[src/rtl/absorb_block_framer.sv]
// Cuts a w-bit message stream into RATE_WORDS-word blocks and drives the SHAKE padding controls.
// Optional build macro ABSORB_ZERO_MASK_EN zeroes message bytes beyond din_bytes in data_out.

module absorb_block_framer_chk #(
    parameter int BYTES = 8,
    parameter int BW    = 4
) (
    input logic          clk,
    input logic          rst,
    input logic          din_valid,
    input logic          din_ready,
    input logic          din_last,
    input logic [BW-1:0] din_bytes
);
    // A short word may only close the message, and never exceeds the word size
    a_din_legal: assert property (@(posedge clk) disable iff (rst)
        (din_valid && din_ready) |->
            ((din_bytes <= BW'(BYTES)) && (din_last || (din_bytes == BW'(BYTES)))));
endmodule

module absorb_block_framer #(
    parameter int W          = 64,
    parameter int RATE_WORDS = 17,
    localparam int BYTES     = W / 8,
    localparam int BW        = $clog2(BYTES + 1)
) (
    input  logic          clk,
    input  logic          rst,
    input  logic          start,
    input  logic [W-1:0]  din,
    input  logic [BW-1:0] din_bytes,
    input  logic          din_last,
    input  logic          din_valid,
    output logic          din_ready,
    output logic [W-1:0]  data_out,
    output logic [BW-1:0] remaining_valid_bytes,
    output logic          padding_enable,
    output logic          last_word_in_block,
    output logic          padding_reset,
    output logic          out_valid,
    input  logic          out_ready,
    output logic          absorb_done
);
    localparam int CW = (RATE_WORDS > 1) ? $clog2(RATE_WORDS) : 1;
    localparam logic [CW-1:0] LAST_CNT   = CW'(RATE_WORDS - 1);
    localparam logic [BW-1:0] FULL_BYTES = BW'(BYTES);

    typedef enum logic [1:0] {
        S_IDLE   = 2'd0,
        S_ABSORB = 2'd1,
        S_PAD    = 2'd2,
        S_FINISH = 2'd3
    } state_t;

    state_t          state_r, state_s;
    logic [CW-1:0]   word_cnt_r, word_cnt_s;
    logic [W-1:0]    data_out_r, ld_data_s, din_word_s;
    logic [BW-1:0]   rvb_r, ld_rvb_s;
    logic            pe_r, ld_pe_s;
    logic            lwib_r, ld_lwib_s;
    logic            out_valid_r, load_s;
    logic            absorb_done_r, done_s;
    logic            padding_reset_r, preset_s;
    logic            can_load_s, cnt_last_s, accept_s, din_ready_s;
    logic [CW-1:0]   cnt_next_s;

`ifdef ABSORB_ZERO_MASK_EN
    function automatic logic [W-1:0] mask_bytes(input logic [W-1:0] word, input logic [BW-1:0] nbytes);
        logic [W-1:0] m;
        m = word;
        for (int k = 0; k < BYTES; k++) begin
            if (k >= int'(nbytes)) begin
                m[W-1-8*k -: 8] = 8'h00;
            end else begin
                m[W-1-8*k -: 8] = word[W-1-8*k -: 8];
            end
        end
        return m;
    endfunction

    assign din_word_s = mask_bytes(din, din_bytes);
`else
    assign din_word_s = din;
`endif

    // The single output register can take a new word when empty or draining this cycle
    assign can_load_s  = !out_valid_r || out_ready;
    assign cnt_last_s  = (word_cnt_r == LAST_CNT);
    assign cnt_next_s  = cnt_last_s ? {CW{1'b0}} : (word_cnt_r + CW'(1));
    assign din_ready_s = (state_r == S_ABSORB) && can_load_s;
    assign accept_s    = din_valid && din_ready_s;

    // Next-state and output-register load decode
    always_comb begin
        state_s    = state_r;
        word_cnt_s = word_cnt_r;
        load_s     = 1'b0;
        ld_data_s  = {W{1'b0}};
        ld_rvb_s   = {BW{1'b0}};
        ld_pe_s    = 1'b0;
        ld_lwib_s  = 1'b0;
        done_s     = 1'b0;
        preset_s   = 1'b0;
        case (state_r)
            S_IDLE: begin
                if (start) begin
                    state_s    = S_ABSORB;
                    word_cnt_s = {CW{1'b0}};
                    preset_s   = 1'b1;
                end else begin
                    state_s = S_IDLE;
                end
            end
            S_ABSORB: begin
                if (accept_s) begin
                    load_s     = 1'b1;
                    ld_data_s  = din_word_s;
                    ld_rvb_s   = din_bytes;
                    ld_pe_s    = (din_bytes < FULL_BYTES);
                    ld_lwib_s  = cnt_last_s;
                    word_cnt_s = cnt_next_s;
                    // A short word that closes the block already carries the pad end
                    if (din_last) begin
                        if (ld_pe_s && cnt_last_s) begin
                            state_s = S_FINISH;
                        end else begin
                            state_s = S_PAD;
                        end
                    end else begin
                        state_s = S_ABSORB;
                    end
                end else begin
                    state_s = S_ABSORB;
                end
            end
            S_PAD: begin
                if (can_load_s) begin
                    load_s     = 1'b1;
                    ld_pe_s    = 1'b1;
                    ld_lwib_s  = cnt_last_s;
                    word_cnt_s = cnt_next_s;
                    if (cnt_last_s) begin
                        state_s = S_FINISH;
                    end else begin
                        state_s = S_PAD;
                    end
                end else begin
                    state_s = S_PAD;
                end
            end
            S_FINISH: begin
                if (out_valid_r && out_ready) begin
                    done_s   = 1'b1;
                    preset_s = 1'b1;
                    state_s  = S_IDLE;
                end else begin
                    state_s = S_FINISH;
                end
            end
            default: begin
                state_s = S_IDLE;
            end
        endcase
    end

    // State, word counter and registered outputs
    always_ff @(posedge clk or posedge rst) begin
        if (rst) begin
            state_r         <= S_IDLE;
            word_cnt_r      <= {CW{1'b0}};
            data_out_r      <= {W{1'b0}};
            rvb_r           <= {BW{1'b0}};
            pe_r            <= 1'b0;
            lwib_r          <= 1'b0;
            out_valid_r     <= 1'b0;
            absorb_done_r   <= 1'b0;
            padding_reset_r <= 1'b0;
        end else begin
            state_r         <= state_s;
            word_cnt_r      <= word_cnt_s;
            absorb_done_r   <= done_s;
            padding_reset_r <= preset_s;
            if (load_s) begin
                data_out_r  <= ld_data_s;
                rvb_r       <= ld_rvb_s;
                pe_r        <= ld_pe_s;
                lwib_r      <= ld_lwib_s;
                out_valid_r <= 1'b1;
            end else if (out_ready) begin
                out_valid_r <= 1'b0;
            end else begin
                out_valid_r <= out_valid_r;
            end
        end
    end

    assign din_ready             = din_ready_s;
    assign data_out              = data_out_r;
    assign remaining_valid_bytes = rvb_r;
    assign padding_enable        = pe_r;
    assign last_word_in_block    = lwib_r;
    assign out_valid             = out_valid_r;
    assign absorb_done           = absorb_done_r;
    assign padding_reset         = padding_reset_r;

    absorb_block_framer_chk #(
        .BYTES (BYTES),
        .BW    (BW)
    ) u_chk (
        .clk       (clk),
        .rst       (rst),
        .din_valid (din_valid),
        .din_ready (din_ready_s),
        .din_last  (din_last),
        .din_bytes (din_bytes)
    );
endmodule

[config.mk]
export PLATFORM = sky130hd
export DESIGN_NAME = absorb_block_framer
export DESIGN_NICKNAME = d
export VERILOG_FILES = /design/src/rtl/absorb_block_framer.sv
export SDC_FILE = /design/constraint.sdc
export NUM_CORES = 1
export LEC_CHECK = 0
export CORE_UTILIZATION = 44
export CTS_BUF_LIST = sky130_fd_sc_hd__clkbuf_16
export CTS_CLUSTER_DIAMETER = 200
export DETAILED_ROUTE_END_ITERATION = 6
export GPL_ROUTABILITY_DRIVEN = 1
export PLACE_DENSITY = 0.85
export SETUP_SLACK_MARGIN = 0.5
export SYNTH_ARGS = -nofsm -noshare
export SYNTH_HDL_FRONTEND = slang
export SYNTH_HIERARCHICAL = 1
export SYNTH_SLANG_ARGS = --single-unit
[constraint.sdc]
create_clock -name clk -period 6.3 [get_ports clk]
set_input_delay 0.945 -clock clk [delete_from_list [all_inputs] [get_ports clk]]
set_output_delay 0.945 -clock clk [all_outputs]
set_load 0.02 [all_outputs]
==> metrics.md <==
| Metric | Value |
|---|---|
| Worst-Skew Late Latency | `320 ps` |
| Number of synthesized flops with an enable pin | `0` |
| Initial core utilization | `45.8%` |
| Commonest cells post-synth | `80 x dfrtp_1, 68 x a22o_1, 13 x buf_2` |
| Num rows | `30` |
| Arrival @ worst endpoint | `2390 ps` |
| FMAX | `300 MHz` |
| Initial antenna violation count | `0` |
| Crit path required time | `5350 ps` |
| DPL Wire Length | `5440 um` |
| Top post-synthesis cells by area | `dfrtp_1 64%, a22o_1 19%, ha_1 2.8%, buf_2 2.1%, inv_1 1.3%` |
| CTS root buf | `clkbuf_16` |
| Flop-to-flop setup slack | `3970 ps` |
| Final hold vios | `0` |
| WL/cell | `16.9 um` |
| CTS tree | `done` |
| Hold Crit Start | `last_word_in_block` |
| Die footprint | `0.00744 mm^2` |
| Hold/Removal Path Class | `reg2reg` |
| RePlAce Congestion | `0.745` |
| Synth Instances | `229` |
| Dpl cells | `457` |
| Hold Path Sink | `last_word_in_block` |
| Worst setup path start | `out_ready` |
| Tot Pwr | `2.51 mW` |
| Clock Tree Buf Depth | `2` |
| CP Capture Type | `output pin` |
| Cell variety after synth | `30` |
| Postcts setup bufs | `0` |
| Clk pin slew, worst setup/hold paths | `50 ps` |
| Largest net degree at the start of global routing | `81` |
| Hold Path Cell Cnt | `2` |
| Final worst path period need | `3330 ps` |
| Syn_nets | `310` |
| Number of synthesized register bits | `80` |
| Highest net fanout along the worst path | `7` |
| Setup violators final | `0` |
| DRC | `0` |
| Filler instances | `487` |
| Routed Antenna Nets | `0` |
| Die W | `86.3 um` |
| Yosys warning count | `6` |
| Max-slew violation count | `0` |
| Crit share post-route | `52.9%` |
| Status | `completed` |
| DR vias | `2517` |
| Synth area leader | `dfrtp_1` |
| RSZ-0062 raised after global routing | `false` |
| Reg2Reg Depth | `5` |
| Overall routing resource usage | `21.7%` |
| Average size of a mapped cell | `13.6 um^2` |
| Reg-to-reg startpoint | `state_r[0]` |
| DRT Pass-1 Iters | `4` |
| Slew Limit Headroom | `35.9%` |
| Worst Setup Start Kind | `primary input` |
| Area of the multi-input gates | `985 um^2` |
| Core Util, Final | `72.1%` |
| Vias in the first global route | `2469` |
| First-pass GRT wire length | `12400 um` |
| FF/Latch Area | `0.00200 mm^2` |
| Least-Margin Pin Slew | `962 ps` |
| Initial drt markers | `137` |
| Area Overhead vs Synth | `57.6%` |
| Post-CTS resize count | `0` |
| Routed WL | `7980 um` |
| Finished Layout Cells | `473` |
| Worst Skew | `5.11 ps` |
| Capture point of the worst reg-to-reg path | `data_out[61]` |
| Ports | `148` |
| Register area share after synthesis | `64.1%` |
| Post-synth top area share | `64.1%` |
| Clock Sinks | `80` |
| Count leader, synth | `dfrtp_1` |
| Peak supply drop | `310 uV` |
| Main synth FF type | `dfrtp_1` |
| Ratio of cells with drive above 1 in the final layout | `5.84%` |
| Setup TNS | `0 ps` |
| # port buffers | `147` |
| Lkg Pwr | `2.16 nW` |
| Mapped Area | `0.00313 mm^2` |
| PD cells | `509 mW/mm^2` |
| Die Y | `86.3 um` |
| Gr ovfl total | `0` |
| WS Path Type | `in2out` |
| Core footprint | `0.00683 mm^2` |
| Max cap viols | `0` |
| Ant diodes | `0` |
| CTS buffer count | `9` |
| Hold_buf cts | `0` |
| Nets@finish | `453` |
| H-tree lvl count | `3` |
| Hold Worst Slack | `492 ps` |
| Asr flop ratio synth | `100%` |
| Drt via density | `5.32` |
[metal layers]
layer	share of wire, %	global-route usage, %
met2	49	36.8
met4	1.6	8.03
met1	43	27.3
met5	0	0
met3	6.4	5.05
[cells by family after synthesis]
group | after synthesis | synth area share [%]
flops | 80 | 64.1
compound gates | 90 | 24.0
buf+inv | 28 | 4.60
simple gates | 24 | 4.56
fa+ha+maj | 7 | 2.80
[registers in the layout (all words and copies together) (netlist names)]
name / cells
word_cnt_r: 5
remaining_valid_bytes: 4
last_word_in_block: 1
padding_reset: 1
out_valid: 1
padding_enable: 1
absorb_done: 1
state_r: 2
data_out: 64
[worst max-delay path, stage by stage]
cell	delay [ps]
clkdlybuf4s50_1	520
nand2b_4	180
and2_1	130
clkdlybuf4s50_1	600
[layout make-up]
class / instances / share of cell area [%]
clock buffers: 9 / 4.57
clock inverters: 7 / 1.32
inverters: 11 / 0.864
multi-input cells: 121 / 20.0
flip-flops and latches: 80 / 40.6
well taps: 96 / 2.44
repair buffers: 149 / 30.2
[power by group]
group          internal, mW  switching [mW]
logic                 0.596           0.570
clock network         0.304           0.194
registers             0.724           0.118
[cell usage in the layout (no fill, tap or decap), types with 2 or more instances in the layout]
cell type,count
a21o_1,2
a21oi_1,6
a22o_1,68
a31o_2,2
buf_4,2
clkbuf_16,9
clkdlybuf4s50_1,147
clkinv_2,3
clkinv_4,2
dfrtp_1,80
ha_1,7
inv_1,12
nand2_1,5
nand2b_1,3
nand3_1,5
nand4_1,2
nor2_1,2
o21ai_0,3
o31ai_1,2
[stage by stage]
step           worst slack [ps]  area, um^2
3_3_place_gp               3010        4640
5_1_grt                    2910        4930
3_5_place_dp               2970        4640
2_1_floorplan              3300        3130
4_1_cts                    2970        4930
6_report                   2970        4930
[worst max-delay path by stage]
stage | slack (ps) | end | cells after the start
global placement | 3010 | din_ready | 4
global route | 2910 | din_ready | 4
finish | 2970 | din_ready | 4
floorplan | 3300 | absorb_done | 1
detailed placement | 2970 | din_ready | 4
CTS | 2970 | din_ready | 4
Note: power is estimated with default switching activity, not from simulation.
